**config.mk**
```make
export PLATFORM = sky130hd
export DESIGN_NAME = norm_round
export DESIGN_NICKNAME = d
export VERILOG_FILES = /design/src/rtl/fpu_pkg.sv /design/src/rtl/fp_lzc.sv /design/src/rtl/norm_round.sv
export SDC_FILE = /design/constraint.sdc
export NUM_CORES = 1
export LEC_CHECK = 0
export ABC_AREA = 1
export BUFFER_PORTS_ARGS = -buffer_cell sky130_fd_sc_hd__buf_2
export CAP_MARGIN = 20
export CORE_MARGIN = 5
export CORE_UTILIZATION = 30
export DETAILED_ROUTE_END_ITERATION = 10
export PLACE_DENSITY_LB_ADDON = 0.12
export SLEW_MARGIN = 40
export SYNTH_ARGS = -nofsm -noshare
export SYNTH_HDL_FRONTEND = slang
export SYNTH_SLANG_ARGS = --single-unit
```
**constraint.sdc**
```tcl
create_clock -name clk -period 2.9 [get_ports clk]
set_input_delay 0.145 -clock clk [delete_from_list [all_inputs] [get_ports clk]]
set_output_delay 0.145 -clock clk [all_outputs]
set_load 0.005 [all_outputs]
```
**src/rtl/fpu_pkg.sv**
```systemverilog
// Shared FPU constants: class flags, IEEE single-precision field sizes and
// the normalise/round controller state encoding.
package fpu_pkg;

  localparam logic [1:0] FLAG_INF  = 2'b00;
  localparam logic [1:0] FLAG_INV  = 2'b01;
  localparam logic [1:0] FLAG_ZERO = 2'b10;
  localparam logic [1:0] FLAG_NORM = 2'b11;

  localparam int BIAS   = 127;
  localparam int EXP_W  = 8;
  localparam int FRAC_W = 23;

  typedef enum logic [1:0] {
    ST_IDLE  = 2'd0,
    ST_NORM  = 2'd1,
    ST_ROUND = 2'd2
  } state_t;

endpackage

```
**src/rtl/fp_lzc.sv**
```systemverilog
// Leading-zero counter over a W-bit word; an all-zero word reports W.
module fp_lzc #(
  parameter int W  = 48,
  parameter int CW = $clog2(W + 1)
) (
  input  logic [W-1:0]  value,
  output logic [CW-1:0] count
);

  // Later iterations overwrite earlier ones, so the highest set bit wins.
  always_comb begin
    count = CW'(W);
    for (int i = 0; i < W; i++) begin
      if (value[i]) count = CW'(W - 1 - i);
    end
  end

endmodule

```
**src/rtl/norm_round.sv**
```systemverilog
// FPU normalise / round-to-nearest-even stage feeding the result packer.
// Define FAST_LZC_EN for single-step normalisation via leading-zero count.
module norm_round
  import fpu_pkg::*;
#(
  parameter int MW = 48,
  parameter int EW = 10
) (
  input  logic                    clk,
  input  logic                    rst,
  input  logic                    start,
  input  logic                    inv_in,
  input  logic                    s_in,
  input  logic signed [EW-1:0]    e_in,
  input  logic        [MW-1:0]    m_in,
  output logic                    busy,
  output logic                    done,
  output logic                    s,
  output logic        [EXP_W-1:0] e,
  output logic        [FRAC_W-1:0] m,
  output logic        [1:0]       flag
);

  localparam logic signed [EW:0] ONE  = (EW+1)'(1);
  localparam logic signed [EW:0] EMAX = (EW+1)'(2**EXP_W - 1);

  state_t                  state;
  logic        [MW-1:0]    mant;
  logic signed [EW:0]      expo;
  logic                    sticky;
  logic                    inv;
  logic                    special;
  logic                    sgn;

  logic        [MW-1:0]    nxt_mant;
  logic signed [EW:0]      nxt_expo;
  logic                    nxt_sticky;
  logic                    shift_go;

  logic        [FRAC_W-1:0] frac;
  logic                    guard;
  logic                    st_all;
  logic        [FRAC_W:0]  rnd;
  logic signed [EW:0]      expo_r;
  logic        [FRAC_W-1:0] frac_r;
  logic        [1:0]       cls;

  function automatic logic [FRAC_W:0] round_ne(
    input logic [FRAC_W-1:0] f,
    input logic              g,
    input logic              stk
  );
    logic up;
    up = g & (stk | f[0]);
    return {1'b0, f} + {{FRAC_W{1'b0}}, up};
  endfunction

`ifdef FAST_LZC_EN
  localparam int CW = $clog2(MW + 1);
  logic        [CW-1:0] lz;
  logic signed [EW:0]   lz_m1;
  logic signed [EW:0]   room;
  logic signed [EW:0]   amt;

  fp_lzc #(.W(MW), .CW(CW)) u_lzc (
    .value (mant),
    .count (lz)
  );
`endif

  // Specials pass through NORM without shifting, so every op spends >= 2 cycles.
  always_comb begin
    nxt_mant   = mant;
    nxt_expo   = expo;
    nxt_sticky = sticky;
    shift_go   = 1'b0;
`ifdef FAST_LZC_EN
    lz_m1 = $signed({{(EW+1-CW){1'b0}}, lz}) - ONE;
    room  = expo - ONE;
    amt   = (lz_m1 < room) ? lz_m1 : room;
`endif
    if (!special) begin
      if (mant[MW-1]) begin
        nxt_mant   = mant >> 1;
        nxt_expo   = expo + ONE;
        nxt_sticky = sticky | mant[0];
        shift_go   = 1'b1;
      end else if (!mant[MW-2] && (expo > ONE)) begin
`ifdef FAST_LZC_EN
        nxt_mant = mant << amt;
        nxt_expo = expo - amt;
`else
        nxt_mant = mant << 1;
        nxt_expo = expo - ONE;
`endif
        shift_go = 1'b1;
      end
    end
  end

  always_comb begin
    frac   = mant[MW-3 -: FRAC_W];
    guard  = mant[MW-3-FRAC_W];
    st_all = sticky | (|mant[MW-4-FRAC_W:0]);
    rnd    = round_ne(frac, guard, st_all);
    expo_r = rnd[FRAC_W] ? (expo + ONE) : expo;
    frac_r = rnd[FRAC_W] ? '0 : rnd[FRAC_W-1:0];
    if (inv)                              cls = FLAG_INV;
    else if (mant == '0)                  cls = FLAG_ZERO;
    else if (!mant[MW-2] || expo_r < ONE) cls = FLAG_ZERO;
    else if (expo_r >= EMAX)              cls = FLAG_INF;
    else                                  cls = FLAG_NORM;
  end

  // Control and result registers: cleared by reset, which also aborts an op.
  always_ff @(posedge clk or negedge rst) begin
    if (!rst) begin
      state <= ST_IDLE;
      busy  <= 1'b0;
      done  <= 1'b0;
      s     <= 1'b0;
      e     <= '0;
      m     <= '0;
      flag  <= FLAG_INV;
    end else begin
      done <= 1'b0;
      case (state)
        ST_IDLE: begin
          if (start) begin
            busy  <= 1'b1;
            state <= ST_NORM;
          end
        end
        ST_NORM: begin
          if (!shift_go) state <= ST_ROUND;
        end
        ST_ROUND: begin
          s     <= sgn;
          flag  <= cls;
          e     <= (cls == FLAG_NORM) ? expo_r[EXP_W-1:0] : '0;
          m     <= (cls == FLAG_NORM) ? frac_r : '0;
          done  <= 1'b1;
          busy  <= 1'b0;
          state <= ST_IDLE;
        end
        default: state <= ST_IDLE;
      endcase
    end
  end

  // Working datapath: no reset, only meaningful while an op is in flight.
  always_ff @(posedge clk) begin
    if (state == ST_IDLE) begin
      if (start) begin
        mant    <= m_in;
        expo    <= {e_in[EW-1], e_in};
        sticky  <= 1'b0;
        inv     <= inv_in;
        special <= inv_in | (m_in == '0);
        sgn     <= s_in;
      end
    end else if (state == ST_NORM) begin
      mant   <= nxt_mant;
      expo   <= nxt_expo;
      sticky <= nxt_sticky;
    end
  end

endmodule

```
==> results_dict.tcl, run 1 <==
set metrics [dict create \
    final_antenna_net_count 0 \
    viasPerCell 5.00 \
    cts_setup_buffers 0 \
    worstSetupPathType "reg2reg" \
    area_growth_pct 19.3 \
    endpoint_kind "flip-flop" \
    cp_num_buf_inv 2 \
    hold_viol 0 \
    fp.dieW_um 151 \
    die_h_um 151 \
    gr-usage-all-layers_pct 15.6 \
    outcome "completed" \
    rows 51 \
    synthCells 692 \
    multiInputGateArea_um2 2780 \
    timing.fmax_mhz 397 \
    worst_setup_path_start_kind "flip-flop" \
    synth_edf_count 63 \
    drv_cap 0 \
    synth_ff_type "edfxtp_1" \
    synth_area_um2 5960 \
    drv_slew 0 \
    gp_congestion 0.937 \
    nNetsFinal 854 \
    clkTransAtPathRegs_ns 0.07 \
    synthArstFlopShare_pct 37.6 \
    cp_top_family "simple AND/OR/NAND/NOR gates" \
    die_area_um2 22800 \
    gr-total-overflow 0 \
    grt_antenna_before_repair 0 \
    pin_count 99 \
    n_antenna_cell 0 \
    ys_types 40 \
    post_cts_resize_count 0 \
    synth-seq-cells 101 \
    avgSynthCellArea_um2 8.61 \
    drtIter0Drc 327 \
    cts.path.max_buffers 2 \
    core_um2 19500 \
    hold_buffers 3 \
    cts_max_level 3 \
    ir_drop_mv 0.525 \
    wl_per_cell_um 16.7 \
    drive_gt1_share_pct 23.0 \
    cts.sinks 101 \
    ys_seq_area_share_pct 47.7 \
    cpPeakStageDelay_ns 0.44 \
    slowest_stage "edfxtp_1" \
    grt_pass1_wl_um 27900 \
    critPathRequiredTime_ns 3.14 \
    worst_pin_slew_ns 0.802 \
    final.fill_count 2074 \
    cp_data_arrival_time_ns 2.76 \
    route.vias.total 5288 \
    syn-num-nets 759 \
    cts_root_buf "clkbuf_16" \
    period_needed_ns 2.52 \
    io_buffers 98 \
    grt_pass1_vias 5245 \
    drt_first_pass_iters 5 \
    hold_path_class "in2reg" \
    slew_headroom_pct 46.5 \
    finalSetupViolCount 0 \
    drc 0 \
    cts_made_buffers 9 \
    initial_core_util_pct 30.5 \
    grt_max_degree 51 \
    fin_crit_sh_pct 86.8 \
    tns_ns 0 \
    power.density_nw_per_um2 1170 \
    power_uw 8290 \
    regArea_um2 2840 \
    critPathMaxFanout 5 \
    ys_warn_count 0 \
    power.leakage_uw 0.00309 \
    insertion_delay_ns 0.36 \
    crit_chain "nand2_1, inv_1, ha_1, nand3_1, nor3_1, nand3_1, nor2_1, nand3_1, nor2_1, nand2_1, xor2_1, inv_1, nand3_2, nand2_1" \
    dp_hpwl_um 12800 \
    skew_ns 0.0109 \
    cts_tree "done" \
    grt_setup_unrepaired "false" \
    drt-total-wl_um 17600 \
]
-- cell type report --
class                           count  area share (%)
Timing Repair Buffer              115            9.82
Multi-Input combinational cell    520            39.2
Sequential cell                   101            40.0
Clock inverter                      2           0.158
Tap cell                          265            4.66
Inverter                           40            2.15
Clock buffer                       14            4.03
-- registers in the layout (all words and copies together) (netlist names), 2 cells and up --
name	flops
e	8
state	2
expo	11
flag	2
mant	48
m	23
-- per-stage QoR --
stage | util, % | hold slack (ns) | cell area [µm²] | std cells | setup WS (ns)
5_1_grt | 36.4 | 0.0661 | 7110 | 1057 | 0.0956
6_report | 36.4 | 0.0665 | 7110 | 1057 | 0.383
4_1_cts | 36.4 | 0.0581 | 7110 | 1057 | 0.371
3_3_place_gp | 34.6 | 0.306 | 6750 | 1037 | 0.401
2_1_floorplan | - | -0.151 | 5960 | 692 | 0.0178
3_5_place_dp | 34.7 | 0.154 | 6780 | 1038 | 0.389
-- kinds of logic after synthesis --
family | count (synthesis) | synth area share [%]
flip-flops | 101 | 47.7
multiplexers | 1 | 0.378
AND/OR/NAND/NOR | 366 | 29.7
XOR/XNOR | 22 | 3.23
adder cells (fa/ha/maj) | 4 | 0.840
AO/OA/AOI/OAI | 127 | 12.4
buffers and inverters | 71 | 5.71
-- worst paths after layout --
| path | start | to | slack (ns) | depth (start not counted) |
|---|---|---|---|---|
| setup reg to reg | mant[23]$_DFFE_PP_ | m[20]$_DFFE_PN0P_ | 0.38 | 14 |
| hold reg to reg | sgn$_DFFE_PP_ | s$_DFFE_PN0P_ | 0.46 | 2 |
| max in group asynchronous | rst | m[17]$_DFFE_PN0P_ | 2.22 | 2 |
| setup / recovery | mant[23]$_DFFE_PP_ | m[20]$_DFFE_PN0P_ | 0.38 | 14 |
| hold / removal | e_in[3] | expo[3]$_DFFE_PP_ | 0.07 | 3 |
| min in group asynchronous | rst | state[0]$_DFFE_PN0P_ | 0.32 | 2 |
-- cell usage in the layout, fill, tap and decap left out, drive strengths merged --
master and instances:
o31ai 1, mux2i 1, dfrtp 37, inv 40, o21a 2, xor2 14
nand4 7, nor4 19, nor2 51, edfxtp 63, clkbuf 14, nand2 223
o41ai 1, a31oi 2, o221a 1, o221ai 1, nand3b 2, buf 112
o21ai 10, dfstp 1, a22o 1, nand3 53, or2 1, xnor2 8
o22ai 45, clkinv 2, ha 4, nor3 10, dlygate4sd3 3, o211ai 8
a21oi 55
-- metal layers --
layer  share of wire (%)  GRT usage (%)
met5                   0              0
met4                 1.5           4.13
met3                 6.9           3.74
met2                  45           24.6
met1                  46           21.5
-- power breakdown --
part,leakage (µW),switching (µW),internal (µW)
registers,0.00111,719,2580
logic,0.00183,2400,1350
clock network,0.000147,554,689
total,0.00309,3680,4620
-- cell usage after synthesis, types with 2 or more instances --
master | number | area [µm²]
nor2_2 | 3 | 18.8
o21ai_0 | 10 | 50.1
buf_6 | 3 | 33.8
clkbuf_1 | 23 | 86.3
nand4_1 | 7 | 43.8
buf_2 | 2 | 10.0
nand2_4 | 2 | 22.5
inv_1 | 35 | 131
xnor2_1 | 8 | 70.1
nor4_1 | 19 | 119
nor2_8 | 2 | 40.0
nand3b_1 | 2 | 15.0
nor2_4 | 3 | 33.8
ha_1 | 4 | 50.1
o21a_1 | 2 | 15.0
nand2_2 | 7 | 43.8
edfxtp_1 | 63 | 1890
dfrtp_1 | 37 | 926
buf_12 | 3 | 60.1
nor2_1 | 43 | 161
nor3_1 | 9 | 45.0
nand3_2 | 28 | 280
a31oi_1 | 2 | 12.5
nand3_1 | 25 | 125
nand2_1 | 214 | 803
o211ai_1 | 8 | 60.1
inv_2 | 4 | 15.0
xor2_1 | 14 | 123
a21oi_1 | 55 | 275
o22ai_1 | 45 | 282
-- worst min-delay path, stage by stage --
cell	delay, ns
buf_2	0.08
nand2_1	0.04
o21ai_0	0.06
(Power assumes the default switching activity.)
==> run 2: changes to the inputs <==
--- a/config.mk
+++ b/config.mk
@@ -8,6 +8,7 @@
 export ABC_AREA = 1
 export BUFFER_PORTS_ARGS = -buffer_cell sky130_fd_sc_hd__buf_2
 export CAP_MARGIN = 20
+export CORE_ASPECT_RATIO = 1.2
 export CORE_MARGIN = 5
 export CORE_UTILIZATION = 30
 export DETAILED_ROUTE_END_ITERATION = 10
==> run 2 against run 1 <==
  * Utilization grew 0.14 points
  * Die area is essentially flat
  * Maximum frequency shrank 1.1%
  * First-iteration DRC count shrank 16%
  * Power grew 1.5%
  * Count of clock-buffer cells in the layout shrank 4
  * Non-clock buffer count grew 10
  * Combinational power grew 5.9%
  * Wire length grew 6.5%
  * Sequential power shrank 2%
  * Sequential cell count is the same
  * Largest cell class unchanged
==> results_dict.tcl, run 2 (synthesis gave the netlist of run 1 again) <==
set metrics [dict create \
    outcome "completed" \
    core_um2 19500 \
    top_register "mant" \
    reg_top3 "mant (48), m (23), expo (11)" \
    grt_max_degree 51 \
    drt-total-wl_um 18700 \
    cpPeakStageDelay_ns 0.45 \
    drive_gt1_share_pct 23.9 \
    die_h_um 164 \
    slew_headroom_pct 42.3 \
    crit_top_cell "nand2_1" \
    critical_path.startpoint "mant[30]$_DFFE_PP_" \
    ir_drop_mv 0.445 \
    crit_chain "nand2_1, nor2_1, inv_1, nor2_4, nand3_1, nand2_1, nand2_1, nand2_1, nor2_1, nand2_1, nand2_1, nand2_1, nand2_2, nor2_8, nand3_1, nand2_1" \
    cts_made_buffers 9 \
    n_antenna_cell 0 \
    worst_setup_path_start_kind "flip-flop" \
    critPathMaxFanout 16 \
    die_area_um2 22800 \
    hold_viol 0 \
    tns_ns 0 \
    route.vias.total 5397 \
    viasPerCell 5.07 \
    io_buffers 98 \
    wl_per_cell_um 17.6 \
    clkTransAtPathRegs_ns 0.07 \
    final_antenna_net_count 0 \
    cts_root_buf "clkbuf_16" \
    worst_pin_slew_ns 0.864 \
    cp_data_arrival_time_ns 2.83 \
    area_growth_pct 19.9 \
    setup_slack_ns 0.355 \
    cts_max_level 3 \
    layout_common_cells "nand2_1, buf_2, edfxtp_1" \
    drv_cap 0 \
    fp.dieW_um 139 \
    slowest_stage "edfxtp_1" \
    grt_pass1_wl_um 29600 \
    cts.path.max_buffers 2 \
    min_from "e_in[3]" \
    initial_core_util_pct 30.5 \
    drt_first_pass_iters 5 \
    dp_slack_ns 0.183 \
    cts.sinks 101 \
    gp_congestion 0.846 \
    gr-usage-all-layers_pct 16.3 \
    worstSetupPathType "reg2reg" \
    dp_hpwl_um 13400 \
    skew_ns 0.00944 \
    endpoint_kind "flip-flop" \
    grt_pass1_vias 5525 \
    critPathRequiredTime_ns 3.19 \
    nNetsFinal 865 \
    insertion_delay_ns 0.35 \
    grt_setup_unrepaired "false" \
    drv_slew 0 \
    grt_antenna_before_repair 0 \
    gr-total-overflow 0 \
    rows 56 \
    drtIter0Drc 275 \
    drc 0 \
    power.density_nw_per_um2 1180 \
    power.leakage_uw 0.00312 \
    pin_count 99 \
    cts_tree "done" \
    period_needed_ns 2.54 \
    timing.fmax_mhz 393 \
    layout_commonest_cell "nand2_1" \
    r2r-start "mant[30]$_DFFE_PP_" \
    fin_crit_sh_pct 87.7 \
    finalSetupViolCount 0 \
    largest_reg_flops 48 \
    hold_path_class "in2reg" \
]
==> run 2: path summary, 6_finish.rpt <==
| path | endpoint | slack, ns | depth (start not counted) |
|---|---|---|---|
| setup / recovery | m[0]$_DFFE_PN0P_ | 0.36 | 16 |
| hold / removal | expo[3]$_DFFE_PP_ | 0.07 | 3 |
| setup reg to reg | m[0]$_DFFE_PN0P_ | 0.36 | 16 |
| hold reg to reg | e[4]$_DFFE_PN0P_ | 0.47 | 2 |
| max in group asynchronous | flag[0]$_DFFE_PN1P_ | 2.22 | 2 |
| min in group asynchronous | m[20]$_DFFE_PN0P_ | 0.31 | 2 |
==> run 2: routing by layer <==
| metal | up-vias | wire length (µm) | global-route usage, % |
|---|---|---|---|
| li1 | 2623 | - | - |
| met5 | - | 0 | 0 |
| met4 | 0 | 327 | 5.56 |
| met2 | 171 | 8930 | 27.8 |
| met1 | 2581 | 8610 | 21.1 |
| met3 | 22 | 879 | 2.56 |
==> run 2: cell type report <==
type | instances | area (µm²)
sequential | 101 | 2840
clock inverter | 6 | 53.8
clock buffer | 10 | 229
multi-input combinational | 521 | 2800
timing repair buffer | 125 | 741
inverter | 40 | 155
tap | 261 | 327
fill | 2061 | 12400
==> run 2: critical path: cells and delay by family, from the launching register on <==
kind,cells,cell delay (ns)
and+or+nand+nor,15,1.89
DFF,1,0.45
buffers and inverters,1,0.12
==> run 2: through the flow <==
stage          instance area, µm²  std cells  hold WS [ns]  power [µW]  utilization, %
3_5_place_dp                 6800       1043         0.162        7220            34.8
6_report                     7140       1064        0.0697        8420            36.5
4_1_cts                      7110       1062        0.0552        8470            36.4
3_3_place_gp                 6790       1043         0.316        7160            34.7
2_1_floorplan                5960        692        -0.151        5760               -
5_1_grt                      7140       1064        0.0727        9070            36.5
==> run 2: power by group <==
group	internal (µW)	total, µW	leakage, µW	switching, µW
logic	1390	3970	0.00187	2570
clock network	661	1220	0.000135	556
registers	2580	3230	0.00111	653
==> run 2: timing repair <==
action / in CTS / in global routing
setup endpoints to repair: 0 / 77
endpoints found under the hold margin: 39 / 0
buffers inserted: 0 / 1
hold buffers: 3 / 0
resized for setup: 0 / 1
==> run 3: changes to the inputs <==
--- a/config.mk
+++ b/config.mk
@@ -6,13 +6,14 @@
 export NUM_CORES = 1
 export LEC_CHECK = 0
 export ABC_AREA = 1
-export BUFFER_PORTS_ARGS = -buffer_cell sky130_fd_sc_hd__buf_2
 export CAP_MARGIN = 20
 export CORE_ASPECT_RATIO = 1.2
 export CORE_MARGIN = 5
 export CORE_UTILIZATION = 30
 export DETAILED_ROUTE_END_ITERATION = 10
+export DONT_BUFFER_PORTS = 1
 export PLACE_DENSITY_LB_ADDON = 0.12
+export REMOVE_ABC_BUFFERS = 1
 export SLEW_MARGIN = 40
 export SYNTH_ARGS = -nofsm -noshare
 export SYNTH_HDL_FRONTEND = slang
==> run 3 against run 2 <==
  * Hold slack got worse by 0.046 ns
  * Clock power grew 11%
  * Utilization decreased by 2.2 points
  * Via count down 7.4%
  * Maximum frequency fell by 1.7%
  * Critical path type unchanged
  * Highest routed layer unchanged
==> results_dict.tcl, run 3 (synthesis gave the netlist of run 1 again) <==
set metrics [dict create \
    netSwitchingFraction_pct 45.1 \
    post-route-util_pct 34.3 \
    power_frac_comb_pct 42.3 \
    power.leakage_uw 0.00270 \
    ir_drop_mv 0.424 \
    initial_core_util_pct 30.5 \
    slew_headroom_pct 47.4 \
    drt-total-wl_um 18300 \
    hold_path_class "in2reg" \
    cts.path.max_buffers 2 \
    cts_root_buf "clkbuf_16" \
    timing.fmax_mhz 386 \
    fin_area_um2 6710 \
    core_um2 19500 \
    insertion_delay_ns 0.36 \
    setup_slack_ns 0.311 \
    drv_slew 0 \
    p_int_uw 4540 \
    finalSetupViolCount 0 \
    grt_pass1_wl_um 29000 \
    route.vias.total 4999 \
    grt_setup_unrepaired "false" \
    reg_top3 "mant (48), m (23), expo (11)" \
    cts_tree "done" \
    die_h_um 164 \
    critPathMaxFanout 31 \
    area_growth_pct 12.7 \
    clock_power_share_pct 16.4 \
    crit_top_cell "nand2_1" \
    worst_setup_path_start_kind "flip-flop" \
    drc 0 \
    hold_ws_ns 0.0237 \
    cts_max_level 3 \
    layout_commonest_cell "nand2_1" \
    dp_slack_ns 0.292 \
    multiInputGateArea_um2 2790 \
    worst_pin_slew_ns 0.788 \
    grt_antenna_before_repair 0 \
    top_register "mant" \
    cp_data_arrival_time_ns 2.89 \
    power_uw 8270 \
    fp.dieW_um 139 \
    clkTransAtPathRegs_ns 0.08 \
    largest_reg_flops 48 \
    critPathRequiredTime_ns 3.20 \
    outcome "completed" \
    skew_ns 0.0105 \
    cts_made_buffers 9 \
    final.fill_count 2022 \
    post_cts_resize_count 0 \
    nNetsFinal 767 \
    wl_per_cell_um 19.0 \
    gr-usage-all-layers_pct 16.0 \
    pin_count 99 \
    crit_chain "ha_1, nand2_1, nor2_1, nand2_1, nor2_1, xor2_1, mux2i_4, nand2_2, nor2_2, nand2_2, nor2_8, buf_12, nand3_2, nand2_1" \
    rows 56 \
    layout_common_cells "nand2_1, edfxtp_1, a21oi_1" \
    drv_cap 0 \
    viasPerCell 5.17 \
    detailed_place.area_um2 6290 \
    slowest_stage "edfxtp_1" \
    p_sw_uw 3730 \
    drive_gt1_share_pct 13.2 \
    die_area_um2 22800 \
    grt_pass1_vias 5027 \
    hold_viol 0 \
    dp_hpwl_um 13200 \
    cpPeakStageDelay_ns 0.54 \
    pwr-share-seq_pct 41.2 \
    gr-total-overflow 0 \
    fin_crit_sh_pct 89.3 \
    io_buffers 0 \
    cts.sinks 101 \
    grt_max_degree 47 \
    final_antenna_net_count 0 \
    drtIter0Drc 276 \
    worstSetupPathType "reg2reg" \
    endpoint_kind "flip-flop" \
    drt_first_pass_iters 4 \
    gp_congestion 0.839 \
    power.density_nw_per_um2 1230 \
    period_needed_ns 2.59 \
    regArea_um2 2840 \
    n_antenna_cell 0 \
]
run 3: changes by cell type in the layout (fill, tap and decap cells not counted), sizes merged:
cell	change
buf	-102
dlygate4sd3	+5
clkinv	-3
inv	+2
bufinv	+1
nor2	-1
run 3: per-stage QoR:
step | instances | TNS, ns
2_1_floorplan | 661 | -35.64
4_1_cts | 966 | 0
5_1_grt | 966 | 0
3_5_place_dp | 941 | 0
3_3_place_gp | 941 | 0
6_report | 966 | 0
run 3: cell type report:
cell class / instances / area share (%)
sequential: 101 / 42.4
inverter: 40 / 2.24
clock buffer: 10 / 3.41
timing repair buffer: 28 / 4.17
clock inverter: 6 / 1.40
tap: 261 / 4.86
multi-input combinational: 520 / 41.6
run 3: per-layer routing:
metal,wire [µm],vias up,track usage (%)
met5,0,-,0
met4,276,0,4.85
met3,1200,19,3.87
met2,8740,141,26.2
met1,8100,2419,21.1
li1,-,2420,-
run 3: path summary, 6_finish.rpt:
kind	from	end	slack, ns	depth (start not counted)
worst max-delay path	expo[0]$_DFFE_PP_	e[3]$_DFFE_PN0P_	0.31	14
worst min-delay path	m_in[47]	mant[47]$_DFFE_PP_	0.02	2
worst max register to register	expo[0]$_DFFE_PP_	e[3]$_DFFE_PN0P_	0.31	14
worst min register to register	sgn$_DFFE_PP_	s$_DFFE_PN0P_	0.46	2
max in group asynchronous	rst	flag[0]$_DFFE_PN1P_	2.33	2
min in group asynchronous	rst	s$_DFFE_PN0P_	0.32	2
run 3: power by group through the flow:
| stage | registers [µW] | clock network [µW] | logic, µW |
|---|---|---|---|
| 6_report | 3410 | 1360 | 3500 |
| 5_1_grt | 3520 | 1450 | 3920 |
| 4_1_cts | 3420 | 1400 | 3560 |
| 3_5_place_dp | 3440 | 0 | 3530 |
| 3_3_place_gp | 3430 | 0 | 3480 |
| 2_1_floorplan | 3160 | 0 | 2420 |
run 3: what timing repair did:
| action | in CTS | in global routing |
|---|---|---|
| hold endpoints to repair | 46 | 0 |
| hold buffers | 9 | 0 |
| buffers inserted | 0 | 0 |
run 3: worst max-delay path: cells and delay by family (launching register included):
family / cells / cell delay [ns]
AND/OR/NAND/NOR: 10 / 1.11
buffers and inverters: 1 / 0.23
flip-flops: 1 / 0.54
XOR/XNOR: 1 / 0.14
multiplexers: 1 / 0.20
adder cells (fa/ha/maj): 1 / 0.30
